===== src/rtl/rca_serial_accum_pkg.sv =====
// Shared constants, FSM state type and sizing helper for the nibble-serial accumulating adder.
package rca_serial_accum_pkg;

    localparam int NIBBLE_W = 4;

    typedef enum logic [1:0] {
        S_IDLE = 2'd0,
        S_RUN  = 2'd1,
        S_DONE = 2'd2
    } state_e;

    // A single-nibble build still needs a 1-bit counter.
    function automatic int cnt_width(input int nslice);
        return (nslice > 1) ? $clog2(nslice) : 1;
    endfunction

endpackage


===== src/rtl/rca_serial_accum_if.sv =====
// Request/result bundle between an operand source and the serial adder.
interface rca_serial_accum_if #(
    parameter int WIDTH = 16
);
    logic             start;
    logic [WIDTH-1:0] a;
    logic [WIDTH-1:0] b;
    logic             cin;
    logic             busy;
    logic             done;
    logic [WIDTH-1:0] sum;
    logic             cout;

    modport master (
        output start, a, b, cin,
        input  busy, done, sum, cout
    );

    modport slave (
        input  start, a, b, cin,
        output busy, done, sum, cout
    );
endinterface


===== src/rtl/rca_serial_accum_rc_adder.sv =====
// Combinational 4-bit ripple-carry adder stage used once per clock by the serial sequencer.
module rca_serial_accum_rc_adder
    import rca_serial_accum_pkg::*;
(
    input  logic [NIBBLE_W-1:0] a,
    input  logic [NIBBLE_W-1:0] b,
    input  logic                cin,
    output logic [NIBBLE_W-1:0] s,
    output logic                carry
);

    logic [NIBBLE_W:0] c;

    assign c[0] = cin;

    for (genvar gi = 0; gi < NIBBLE_W; gi++) begin : g_bit
        assign s[gi]    = a[gi] ^ b[gi] ^ c[gi];
        assign c[gi+1]  = (a[gi] & b[gi]) | (c[gi] & (a[gi] ^ b[gi]));
    end

    assign carry = c[NIBBLE_W];

endmodule


===== src/rtl/rca_serial_accum.sv =====
// Wide adder computed one nibble per clock, LSB first, through a single 4-bit ripple stage.
// Result and final carry update only on the completion edge; done pulses for one cycle.
module rca_serial_accum
    import rca_serial_accum_pkg::*;
#(
    parameter int WIDTH = 16
) (
    input  logic               clk,
    input  logic               rst,
    rca_serial_accum_if.slave  bus
);

    localparam int NSLICE = WIDTH / NIBBLE_W;
    localparam int CNT_W  = cnt_width(NSLICE);

    state_e           state_q, state_d;
    logic [WIDTH-1:0] a_sh_q, a_sh_d;
    logic [WIDTH-1:0] b_sh_q, b_sh_d;
    logic [WIDTH-1:0] sum_q, sum_d;
    logic             c_q, c_d;
    logic             cout_q, cout_d;
    logic [CNT_W-1:0] cnt_q, cnt_d;

    logic [NIBBLE_W-1:0] nib_s;
    logic                nib_carry;
    logic [WIDTH-1:0]    word;
    logic                accept;
    logic                last;

    assign accept = bus.start && ((state_q == S_IDLE) || (state_q == S_DONE));
    assign last   = (state_q == S_RUN) && (cnt_q == CNT_W'(NSLICE - 1));

    rca_serial_accum_rc_adder u_rc_adder (
        .a     (a_sh_q[NIBBLE_W-1:0]),
        .b     (b_sh_q[NIBBLE_W-1:0]),
        .cin   (c_q),
        .s     (nib_s),
        .carry (nib_carry)
    );

    // word is the result as it stands after this cycle's nibble is appended at the top.
    if (NSLICE == 1) begin : g_one
        assign word = nib_s;
    end else begin : g_many
        logic [WIDTH-NIBBLE_W-1:0] part_q;

        assign word = {nib_s, part_q};

        always_ff @(posedge clk) begin
            if (rst) begin
                part_q <= '0;
            end else if (state_q == S_RUN) begin
                part_q <= word[WIDTH-1:NIBBLE_W];
            end
        end
    end

    always_ff @(posedge clk) begin
        if (rst) begin
            state_q <= S_IDLE;
            a_sh_q  <= '0;
            b_sh_q  <= '0;
            c_q     <= 1'b0;
            cnt_q   <= '0;
            sum_q   <= '0;
            cout_q  <= 1'b0;
        end else begin
            state_q <= state_d;
            a_sh_q  <= a_sh_d;
            b_sh_q  <= b_sh_d;
            c_q     <= c_d;
            cnt_q   <= cnt_d;
            sum_q   <= sum_d;
            cout_q  <= cout_d;
        end
    end

    always_comb begin
        state_d = state_q;
        case (state_q)
            S_IDLE:  if (bus.start) state_d = S_RUN;
            S_RUN:   if (last)      state_d = S_DONE;
            S_DONE:  state_d = bus.start ? S_RUN : S_IDLE;
            default: state_d = S_IDLE;
        endcase
    end

    always_comb begin
        a_sh_d = a_sh_q;
        b_sh_d = b_sh_q;
        c_d    = c_q;
        cnt_d  = cnt_q;
        sum_d  = sum_q;
        cout_d = cout_q;
        if (accept) begin
            a_sh_d = bus.a;
            b_sh_d = bus.b;
            c_d    = bus.cin;
            cnt_d  = '0;
        end else if (state_q == S_RUN) begin
            a_sh_d = a_sh_q >> NIBBLE_W;
            b_sh_d = b_sh_q >> NIBBLE_W;
            c_d    = nib_carry;
            cnt_d  = cnt_q + 1'b1;
            if (last) begin
                sum_d  = word;
                cout_d = nib_carry;
            end
        end
    end

    always_comb begin
        bus.busy = (state_q == S_RUN);
        bus.done = (state_q == S_DONE);
        bus.sum  = sum_q;
        bus.cout = cout_q;
    end

endmodule


===== src/flat_wrapper.sv =====
// flat-port wrapper written by rule: the top's interface ports become plain ports
module rca_serial_accum_flat import rca_serial_accum_pkg::*;
#(
    parameter int WIDTH = 16
)
  (clk, rst, bus_start, bus_a, bus_b, bus_cin, bus_busy, bus_done, bus_sum, bus_cout);
  rca_serial_accum_if #(.WIDTH(WIDTH)) bus_i ();
  input  logic clk;
  input  logic rst;
  input wire logic [$bits(bus_i.start)-1:0] bus_start;
  input wire logic [$bits(bus_i.a)-1:0] bus_a;
  input wire logic [$bits(bus_i.b)-1:0] bus_b;
  input wire logic [$bits(bus_i.cin)-1:0] bus_cin;
  output wire logic [$bits(bus_i.busy)-1:0] bus_busy;
  output wire logic [$bits(bus_i.done)-1:0] bus_done;
  output wire logic [$bits(bus_i.sum)-1:0] bus_sum;
  output wire logic [$bits(bus_i.cout)-1:0] bus_cout;
  assign bus_i.start = bus_start;
  assign bus_i.a = bus_a;
  assign bus_i.b = bus_b;
  assign bus_i.cin = bus_cin;
  assign bus_busy = bus_i.busy;
  assign bus_done = bus_i.done;
  assign bus_sum = bus_i.sum;
  assign bus_cout = bus_i.cout;
  rca_serial_accum #(.WIDTH(WIDTH)) u_core (.clk(clk), .rst(rst), .bus(bus_i));
endmodule

===== config.mk =====
export PLATFORM = sky130hd
export DESIGN_NAME = rca_serial_accum_flat
export DESIGN_NICKNAME = d
export VERILOG_FILES = /design/src/rtl/rca_serial_accum_pkg.sv /design/src/rtl/rca_serial_accum_if.sv /design/src/rtl/rca_serial_accum_rc_adder.sv /design/src/rtl/rca_serial_accum.sv /design/src/flat_wrapper.sv
export SDC_FILE = /design/constraint.sdc
export NUM_CORES = 1
export LEC_CHECK = 0
export ABC_CLOCK_PERIOD_IN_PS = 2300
export CORE_ASPECT_RATIO = 0.9
export CORE_UTILIZATION = 52
export CTS_BUF_LIST = sky130_fd_sc_hd__clkbuf_4
export CTS_CLUSTER_DIAMETER = 120
export CTS_CLUSTER_SIZE = 12
export DETAILED_ROUTE_END_ITERATION = 8
export PLACE_DENSITY = 0.81
export SETUP_SLACK_MARGIN = 0.02
export SLEW_MARGIN = 10
export SYNTH_ARGS = -nofsm -noshare
export SYNTH_HDL_FRONTEND = slang
export SYNTH_HIERARCHICAL = 1
export SYNTH_SLANG_ARGS = --single-unit

===== constraint.sdc =====
create_clock -name clk -period 2.3 [get_ports clk]
set_clock_uncertainty 0.05 [all_clocks]
set_input_delay 0.46 -clock clk [delete_from_list [all_inputs] [get_ports clk]]
set_output_delay 0.46 -clock clk [all_outputs]
set_load 0.05 [all_outputs]

### Word level (Yosys, flattened, before mapping)

Index checks and enable logic that the tools add are counted.

| word-level totals | value |
|---|---|
| memories kept | 0 |
| logic and storage cells | 53 |
| ROM bits | 0 |
| register bits after elaboration | 66 |
| bits in latches | 0 |
| bits in writable memories | 0 |
| bits of input ports | 36 |

| cells by class | value |
|---|---|
| add/subtract/negate cells | 1 |
| magnitude comparators | 0 |
| shift operators | 0 |
| bitwise gates (word level) | 21 |
| eq/ne operators | 5 |
| div/mod/pow operators | 0 |
| multiply operators | 0 |
| muxes and demuxes | 10 |
| reduce and logical (&&, ||, !) cells | 8 |

Operators with widths:

| kind | number |
|---|---|
| $mux W16 | 4 |
| $and A1 B1 Y1 | 8 |
| $xor A1 B1 Y1 | 8 |
| $pmux W2 S3 | 1 |
| $eq A2 B2 Y1 const B | 2 |
| $mux W2 | 2 |
| $or A1 B1 Y1 | 4 |
| $mux W1 | 3 |
| $reduce_and A3 Y1 | 1 |
| $add A2 B1 Y2 const B | 1 |
| $eq A2 B1 Y1 const B | 1 |
| $logic_and A1 B1 Y1 | 2 |
| $logic_not A2 Y1 | 1 |
| $ne A2 B1 Y1 const B | 1 |
| $ne A2 B2 Y1 const B | 1 |
| $reduce_and A2 Y1 | 1 |
| $reduce_bool A2 Y1 | 1 |
| $reduce_or A2 Y1 | 1 |
| $logic_or A1 B1 Y1 | 1 |
| $not A1 Y1 | 1 |

### Longest topological paths before layout

Gate-level depths: netlist (run 1).

| logic depth | value |
|---|---|
| depth after elaboration | 11 |
| gate-level depth with buffers | 10 |
| gate-level depth less buffers | 10 |

### Cells and area by module

Netlist (run 1), hierarchy kept.

Modules (own cells, without submodules):

| module | cells an instance | instances | area each (µm²) |
|---|---|---|---|
| rca_serial_accum | 299 | 1 | 2494.9 |
| rca_serial_accum_rc_adder | 14 | 1 | 117.6 |

### Worst setup path after synthesis (run 1)

Ideal clock, no wire load.

| timing path | value |
|---|---|
| path type | register to register |
| start point | reg u_core.a_sh_q[0] |
| end point | reg u_core.g_many.part_q[11] |
| cell stages (with the launch flop) | 11 |
| data arrival time | 1.974 ns |
| period minus slack after synthesis | 2.095 ns |
| data required time | 2.180 ns |
| path slack | 0.205 ns |
| path through | dfxtp_1 > fa_1 > inv_1 > fa_1 > inv_1 > fa_1 > inv_1 > fa_1 > inv_1 > nand2_1 > a21oi_1 |

| on the way | value |
|---|---|
| word-level cells in the longest chain between the ends | 8 |
| elaborated cells on any way between the ends | 9 |

Ends and longest elaborated chain:

| item | RTL line | RTL |
|---|---|---|
| start, declared | rca_serial_accum.sv:17 | `logic [WIDTH-1:0] a_sh_q, a_sh_d;` |
| start signal, assigned | rca_serial_accum.sv:69 | `a_sh_q <= a_sh_d;` |
| $xor A1 B1 Y1 | rca_serial_accum_rc_adder.sv:18 | `assign c[gi+1] = (a[gi] & b[gi]) \| (c[gi] & (a[gi] ^ b[gi]));` |
| $and A1 B1 Y1 | rca_serial_accum_rc_adder.sv:18 |  |
| $or A1 B1 Y1 * | rca_serial_accum_rc_adder.sv:18 |  |
| $and A1 B1 Y1 * | rca_serial_accum_rc_adder.sv:18 |  |
| $or A1 B1 Y1 * | rca_serial_accum_rc_adder.sv:18 |  |
| $and A1 B1 Y1 * | rca_serial_accum_rc_adder.sv:18 |  |
| $or A1 B1 Y1 * | rca_serial_accum_rc_adder.sv:18 |  |
| $xor A1 B1 Y1 * | rca_serial_accum_rc_adder.sv:17 | `assign s[gi] = a[gi] ^ b[gi] ^ c[gi];` |
| net u_core.nib_s[3] | rca_serial_accum.sv:24 | `logic [NIBBLE_W-1:0] nib_s;` |
| end signal, assigned | rca_serial_accum.sv:53 | `part_q <= word[WIDTH-1:NIBBLE_W];` |
| end, declared | rca_serial_accum.sv:45 | `logic [WIDTH-NIBBLE_W-1:0] part_q;` |

Mark *: on every way through the listed nets, which the timed path passes. The rest lies on a longest branch.
A chain may end at the register's enable or synchronous reset.

### Worst setup path in the final report (run 1)

| timing path | value |
|---|---|
| start point | reg u_core.c_q |
| end point | reg u_core.sum_q[15], in the netlist u_core/bus.sum[15] |

| on the way | value |
|---|---|
| word-level cells in the longest chain between the ends | 7 |

Ends and longest elaborated chain:

| item | RTL line | RTL |
|---|---|---|
| start, declared | rca_serial_accum.sv:20 | `logic c_q, c_d;` |
| start signal, assigned | rca_serial_accum.sv:63 | `c_q <= 1'b0;` |
| start signal, assigned | rca_serial_accum.sv:71 | `c_q <= c_d;` |
| $and A1 B1 Y1 | rca_serial_accum_rc_adder.sv:18 |  |
| $or A1 B1 Y1 | rca_serial_accum_rc_adder.sv:18 |  |
| $and A1 B1 Y1 | rca_serial_accum_rc_adder.sv:18 |  |
| $or A1 B1 Y1 | rca_serial_accum_rc_adder.sv:18 |  |
| $and A1 B1 Y1 | rca_serial_accum_rc_adder.sv:18 |  |
| $or A1 B1 Y1 | rca_serial_accum_rc_adder.sv:18 |  |
| $xor A1 B1 Y1 | rca_serial_accum_rc_adder.sv:17 |  |
| net u_core.nib_s[3] | rca_serial_accum.sv:24 |  |
| end signal, assigned | rca_serial_accum.sv:73 | `sum_q <= sum_d;` |
| end, declared | rca_serial_accum.sv:19 | `logic [WIDTH-1:0] sum_q, sum_d;` |

The timed path passes the listed nets, and every way through them passes these cells.

==> results.md, run 1 <==
Setup path:
- The register-to-register setup slack is 40 ps.
- The critical path goes through fa_2 -> inv_2 -> fa_2 -> inv_2 -> fa_2 -> inv_2 -> fa_1 -> inv_1 -> nand2_1 -> a21oi_2.
- STA classifies the critical path startpoint as a register.
- The start of the worst register-to-register path is u_core/c_q.
- Along the worst path, the maximum fanout reaches 2.
- The worst path arrival time is 2550 ps.
- The worst setup path is captured at a register.
- The highest cell delay on the worst timing path is 400 ps.
- The most critical setup path has its endpoint at u_core/bus.sum[15].
- The startpoint of the worst setup timing path is u_core/c_q.
- The category of the critical setup timing path is register to register.
- The slowest stage of the critical path belongs to the cell fa_1.
- In this run the critical register-to-register path is captured at u_core/bus.sum[15].
- At the worst endpoint, the required time is 2590 ps.
- The cell count of the worst reg-to-reg path is 10.

Placement:
- Summed over all nets, the half-perimeter wirelength after detailed placement is 3550 um.
- The number of placed cells counting well taps is 412.
- The congestion estimate from routability-driven global placement came to 0.834.
- Input and output buffers added on the ports amount to 54.

Synthesis:
- The post-synth design cell area is 2610 sq um.
- A synthesized cell averages 8.35 sq um.
- The share of the Yosys chip area taken by registers is 0.506.
- The number of warnings issued by yosys is 6.
- The flip-flop and latch count after synthesis is 66.
- The post-synthesis cell type count is 26.
- By area the synthesized netlist is led by dfxtp_1 51%, nand2_1 12%, a21oi_1 8.4%.
- The biggest area consumer among synthesized cells is dfxtp_1.
- Of the post-synthesis cell area, the dominant cell type holds 0.506.
- The synthesized instance count is 313.
- Synthesis produced a netlist with a net count of 354.

Floorplanning:
- The top-level port count is 55.
- For this configuration, the core starts out at a cell density of 0.540.
- The core region is 4830 sq um.
- The height of the chip is 69.2 um.
- The die covers 5310 sq um.
- The die span in x is 76.7 um.
- The initialized floorplan defines 24 standard-cell rows.

STA:
- Setup repair after global routing could not meet its margin everywhere.
- The fmax is 443 MHz.
- The clock period minus final worst setup slack is 2260 ps.
- For the final routed database, the setup TNS stands at 0 ps.
- Measured against its own limit, the worst slew margin works out to 0.550.
- The final period utilization is 0.981.
- The final count of hold timing violations is 0.
- Setup violations remaining at the end of the flow were counted as 0.
- The pin slew with the least headroom to its limit is 673 ps.
- The max-slew violation total from the final report is 0.

Detailed routing:
- Once detail routing completed, the nets flagged for antenna violations numbered 0.
- The total iterations of the first detailed-routing run is 4.
- The number of DRC markers in iteration 0 is 128.
- Dividing the detail-routed via count by the number of cells gives 5.35.
- The DRC violations left is 0.
- The detailed router placed 2,284 vias in this run.
- The average wire per cell in the routed design is 12.5 um.
- Wires add up to 5340 um.

GRT:
- The first-pass GRT wire length is 9600 um.
- In the global route stage, overall resource usage came out at 0.226.
- Entering global routing, the biggest net connects 44 pins.
- For this run the aggregate overflow at the end of global routing stands at 0.
- The via count of the first global-routing pass is 2,238.
- The initial antenna violation count was 0.

Hold path:
- The path category of the worst min-delay check is register to register.

Layout:
- The final standard cell count with taps included and fillers excluded is 427.
- From synthesis to final layout, the design area changed by 25.7%.
- The final net count is 399.
- The top cell types in the final layout, fill and taps aside, are 82 x nand2_1, 64 x dfxtp_1, 51 x clkdlybuf4s50_1.
- The final antenna diode count is 0.
- In the final layout, the share of cells above drive strength 1 is 0.0912.
- Leaving out fill and tap cells, the most frequent cell in the layout is nand2_1.
- The layout has 429 filler cells.

Power and ir drop:
- The power share of the clock group is 0.278.
- The sequential share of power is 0.581.
- For this design the ratio of total power to cell area is 645 nW/um^2.
- The maximum vdd ir drop is 484 uV.
- Internal power comes to 0.00155 W.
- Of the total power, combinational logic draws 0.141.
- The static leakage power is 1.18 nW.
- The design draws 0.00212 W.
- The proportion of total power due to net switching is 0.267.
- The switching power is 0.000566 W.

Clock network:
- Clock tree synthesis found a total of 66 sinks.
- The number of cells upsized or downsized after cts is 0.
- CTS built an H-tree with a depth of 3.
- Clock tree synthesis selected as its root buffer the cell clkbuf_4.
- The clock insertion delay at the later pin of the skew report is 400 ps.
- Buffers added to address setup during post-CTS repair amount to 0.
- Counting along the longest clock path gives a buffer depth of 2.
- After clock tree synthesis, the clock-pin slew on the worst setup and hold paths is 100 ps.
- The number of clock buffers added by TritonCTS is 9.
- The number of buffers inserted by hold repair at cts is 0.
- The CTS tree is yes.

Flow run:
- The number of max-capacitance violations reported is 0.

Outcome:
- The flow ran to the end, and the final reports show no timing, DRC or antenna violations.
## routing by layer
metal  part of all wire  global-route usage  vias up
li1                   -                   -     1144
met1               0.44               0.263     1063
met2               0.49               0.381       65
met3              0.060              0.0855       12
met4              0.017              0.0748        0
met5                  0                   0        -
## cells in the mapped netlist
master and count:
nand2_1 82, dfxtp_1 66, a21oi_1 44, nand3_1 15, nor3_1 14, buf_2 13, nor2_1 12, a22oi_1 11
inv_1 10, a311oi_1 9, clkbuf_1 8, mux2i_1 5, fa_1 4, o22ai_1 4, buf_1 2, buf_4 2
nand2b_1 2, nor2b_1 2, a311oi_2 1, and3b_1 1, buf_6 1, clkinv_2 1, ha_1 1, nand3b_1 1
o21a_1 1, xnor2_1 1
## cell type report
class,count,area (sq um),area share
Clock buffer,10,75.1,0.0229
Clock inverter,5,22.5,0.00686
Inverter,11,42.5,0.0130
Multi-Input combinational cell,210,1130,0.345
Sequential cell,66,1320,0.403
Tap cell,65,81.3,0.0248
Timing Repair Buffer,60,606,0.184
## per-stage QoR
step	hold slack, ps	util	cell area, sq um	setup slack (ps)
2_1_floorplan	382	-	2610	205
3_3_place_gp	389	0.656	3170	140
3_5_place_dp	395	0.656	3170	80.8
4_1_cts	410	0.676	3270	59.0
5_1_grt	428	0.679	3280	-30.5
6_report	405	0.679	3280	44.4
## registers in the layout (all words and copies together), names as in the netlist
signal                flops
u_core/b_sh_q            16
u_core/cnt_q              2
u_core/g_many.part_q     12
u_core/bus.cout           1
u_core/a_sh_q            16
u_core/bus.sum           16
u_core/state_q            2
u_core/c_q                1
## power by group through the flow
stage                     clock network [W]  logic (W)  registers, W
after floorplan                           0   0.000188       0.00125
after global placement                    0   0.000286       0.00125
after detailed placement                  0   0.000292       0.00126
after CTS                          0.000611   0.000294       0.00123
after global routing               0.000664   0.000327       0.00124
final                              0.000589   0.000298       0.00123
## worst max-delay path, delay by kind of cell (launching register included)
kind / cells / cell delay (ps)
AO/OA/AOI/OAI: 1 / 150
AND/OR/NAND/NOR: 1 / 60
adder cells (fa/ha/maj): 4 / 1350
flip-flops: 1 / 340
buffers and inverters: 4 / 240
## worst min path at each step
stage                                        from                end  slack [ps]  cells past startpoint
after global placement    u_core/g_many.part_q[1]  u_core/bus.sum[1]         390                      2
after floorplan           u_core/g_many.part_q[0]  u_core/bus.sum[0]         380                      2
final                           u_core/bus.sum[0]  u_core/bus.sum[0]         410                      2
after detailed placement  u_core/g_many.part_q[3]  u_core/bus.sum[3]         400                      2
after global routing            u_core/bus.sum[3]  u_core/bus.sum[3]         430                      2
after CTS                       u_core/bus.sum[3]  u_core/bus.sum[3]         410                      2
## cells by family (layout without fill, tap and decap cells)
logic type	after synthesis	in the layout	share of synthesized area
simple gates	129	129	0.206
compound gates	70	70	0.164
flops	66	66	0.506
buf+inv	37	86	0.0656
fa+ha+maj	5	5	0.0354
mux	5	5	0.0192
xor+xnor	1	1	0.00335
No activity file was read; power rests on OpenSTA's default activity.
==> run 2, diff against run 1 <==
--- a/config.mk
+++ b/config.mk
@@ -8,3 +8,3 @@
 export ABC_CLOCK_PERIOD_IN_PS = 2300
-export CORE_ASPECT_RATIO = 0.9
+export CORE_ASPECT_RATIO = 1.25
 export CORE_UTILIZATION = 52
--- a/constraint.sdc
+++ b/constraint.sdc
@@ -4,2 +4,2 @@
 set_output_delay 0.46 -clock clk [all_outputs]
-set_load 0.05 [all_outputs]
+set_load 0.1 [all_outputs]
==> results.md, run 2 (synthesized netlist as in run 1, its figures left out) <==
Layout:
- The total of fill cells in the finished design was 419 (-2.3%).
- The fraction of layout cells with a size suffix above 1 is 0.119 (+0.0283).
- The multi-input combinational cell area is 1130 sq um (-0.44%).
- The growth of design area from synthesis to finish is 24.7%.
- The final standard cell count with taps included and fillers excluded is 420 (-1.6%).
- In the layout the commonest cells are 82 x nand2_1, 65 x dfxtp_1, 43 x a21oi_1.
- The final antenna diode count is 0 (unchanged).
- The total area of sequential cells is 1320 sq um (about the same).
- The most common cell after layout, fill and taps aside is nand2_1.
- The final net count is 398 (-0.25%).

Detailed routing:
- The DRC violations left is 0 (unchanged).
- The vias after detailed routing was 2,245 (-1.7%).
- The total length of routed wires is 5230 um (-2.1%).
- The post-route antenna net violation count is 0 (unchanged).
- The average wire per cell in the routed design is 12.4 um (-0.45%).
- The routed via count divided by cell count is 5.35 (about the same).
- The total iterations of the first detailed-routing run is 5 (+1).
- The number of DRC markers in iteration 0 is 149 (+16%).

Setup path:
- The family of cells with the greatest summed delay on the critical path is adder cells.
- The category of the critical setup timing path is register to register.
- The highest-delay cell along the critical path is fa_1.
- The data required time at the worst endpoint is 2590 ps (about the same).
- STA classifies the critical path startpoint as a register.
- The worst path arrival time is 2470 ps (-80 ps).
- The total buffers and inverters traversed by the critical path came to 4 (unchanged).
- The top fanout value on the critical path is 2 (unchanged).
- The kind of end point of the critical path is a register.
- The highest cell delay on the worst timing path is 400 ps (about the same).
- Traced cell by cell, the critical path runs through fa_2 -> inv_2 -> fa_1 -> inv_1 -> fa_1 -> inv_1 -> fa_1 -> inv_1 -> nand2_1 -> a21oi_1.

Placement:
- The worst slack after detailed placement is 77.2 ps (-3.55 ps).
- The half-perimeter wire length after detailed placement is 3410 um (-3.9%).
- The number of port buffers is 54 (unchanged).
- The weighted congestion at the end of routability-driven global placement was 0.746 (-11%).
- The number of placed cells counting well taps was 406 (-1.5%).

Power and ir drop:
- The static leakage power is 1.21 nW (+2.5%).
- The maximum vdd ir drop was 509 uV (+5.0%).
- The final total power was 0.00232 W (+9.5%).
- The ratio of total power to cell area was 712 nW/um^2 (+10%).

GRT:
- The global-route usage over all layers is 0.222 (-0.00429).
- The total congestion overflow is 0 (unchanged).
- The initial antenna violation count was 0 (unchanged).
- The maximum number of pins on one net before global-route repair is 67 (+52%).
- The via count of the first global-routing pass is 2,017 (-9.9%).
- The first-pass GRT wire length is 8850 um (-7.8%).

Floorplanning:
- The initial core utilization is 0.548 (+0.00795).
- The area of the die is 5310 sq um (about the same).
- The total number of placement rows came to 28 (+17%).
- The die span in x is 65.4 um (-15%).
- The core footprint was 4760 sq um (-1.4%).
- The top-level port count is 55 (unchanged).
- The height of the chip is 81.2 um (+17%).

Clock network:
- The number of buffers created by CTS is 9 (unchanged).
- The number of cells upsized or downsized after cts was 0 (unchanged).
- The CTS sink count was 66 (unchanged).
- The number of setup buffers added after CTS was 0 (unchanged).
- The clock insertion delay at the later pin of the skew report came to 400 ps (about the same).
- The number of buffers inserted by hold repair at cts was 0 (unchanged).
- The clock edge transition at the registers on the reported setup and hold paths came to 100 ps (about the same).
- The largest buffer count on any clock path is 2 (unchanged).
- The master cell of the clock root buffer is clkbuf_4.
- The H-tree depth is 3 (unchanged).
- TritonCTS built the clock tree.

Hold path:
- The path category of the worst min-delay check is register to register.

STA:
- The worst path setup slack after routing is 114 ps (+70.1 ps).
- Setup repair after global routing could not meet its margin everywhere.
- The final count of hold timing violations is 0 (unchanged).
- The final worst hold slack is 407 ps (+1.61 ps).
- The setup violation total in the final timing report is 0 (unchanged).
- The pin slew with the least headroom to its limit is 675 ps (+2.32 ps).
- The tightest slew margin relative to the limit was 0.548 (-0.00155).
- The clock period minus final worst setup slack is 2190 ps (-70.1 ps).
- The post-route setup TNS is 0 ps (unchanged).
- The fmax came to 458 MHz (+3.2%).
- The final period utilization is 0.950 (-0.0305).
- The max-slew violation total from the final report is 0 (unchanged).

Flow run:
- The number of max-capacitance violations reported is 0 (unchanged).

Outcome:
- The run finished with clean final reports.
-- run 2: cell count changes in the layout (fill, tap and decap cells not counted) --
| cell | change |
|---|---|
| clkinv_2 | -3 |
| fa_2 | -2 |
| inv_2 | -2 |
| dfxtp_2 | -1 |
| bufinv_16 | +2 |
| buf_4 | +17 |
| clkinv_1 | +1 |
| dfxtp_1 | +1 |
| inv_1 | +2 |
| fa_1 | +2 |
| dlymetal6s2s_1 | -1 |
| clkbuf_4 | -1 |
| clkdlybuf4s50_1 | -17 |
-- run 2: layout make-up --
| cell class | count | share of cell area |
|---|---|---|
| Sequential cell | 66 | 0.406 |
| Multi-Input combinational cell | 210 | 0.346 |
| Timing Repair Buffer | 59 | 0.169 |
| Tap cell | 60 | 0.0230 |
| Clock inverter | 5 | 0.0219 |
| Clock buffer | 9 | 0.0207 |
| Inverter | 11 | 0.0131 |
-- run 2: tightest hold or removal path, stage by stage, from the launching register on --
cell and delay, ps:
dfxtp_1 320, nand2_1 50, a21oi_1 50
-- run 2: through the flow --
step	instance area, sq um	utilization
2_1_floorplan	2610	-
3_5_place_dp	3110	0.653
6_report	3260	0.684
4_1_cts	3250	0.682
3_3_place_gp	3110	0.653
5_1_grt	3260	0.684
-- run 2: worst paths after layout --
kind / cells past startpoint / slack [ps] / end / startpoint
worst min register to register: 2 / 410 / u_core/bus.sum[3] / u_core/g_many.part_q[3]
worst min-delay path: 2 / 410 / u_core/bus.sum[3] / u_core/g_many.part_q[3]
worst max register to register: 10 / 110 / u_core/bus.sum[15] / u_core/a_sh_q[0]
worst max-delay path: 10 / 110 / u_core/bus.sum[15] / u_core/a_sh_q[0]
-- run 2: power breakdown --
group	internal (W)	switching, W
combinational	0.000133	0.000159
sequential	0.00120	0.0000322
clock	0.000419	0.000377
-- run 2: routing by layer --
layer | track usage | part of all wire
met5 | 0 | 0
met4 | 0.124 | 0.021
met3 | 0.0688 | 0.057
met2 | 0.361 | 0.50
met1 | 0.257 | 0.42
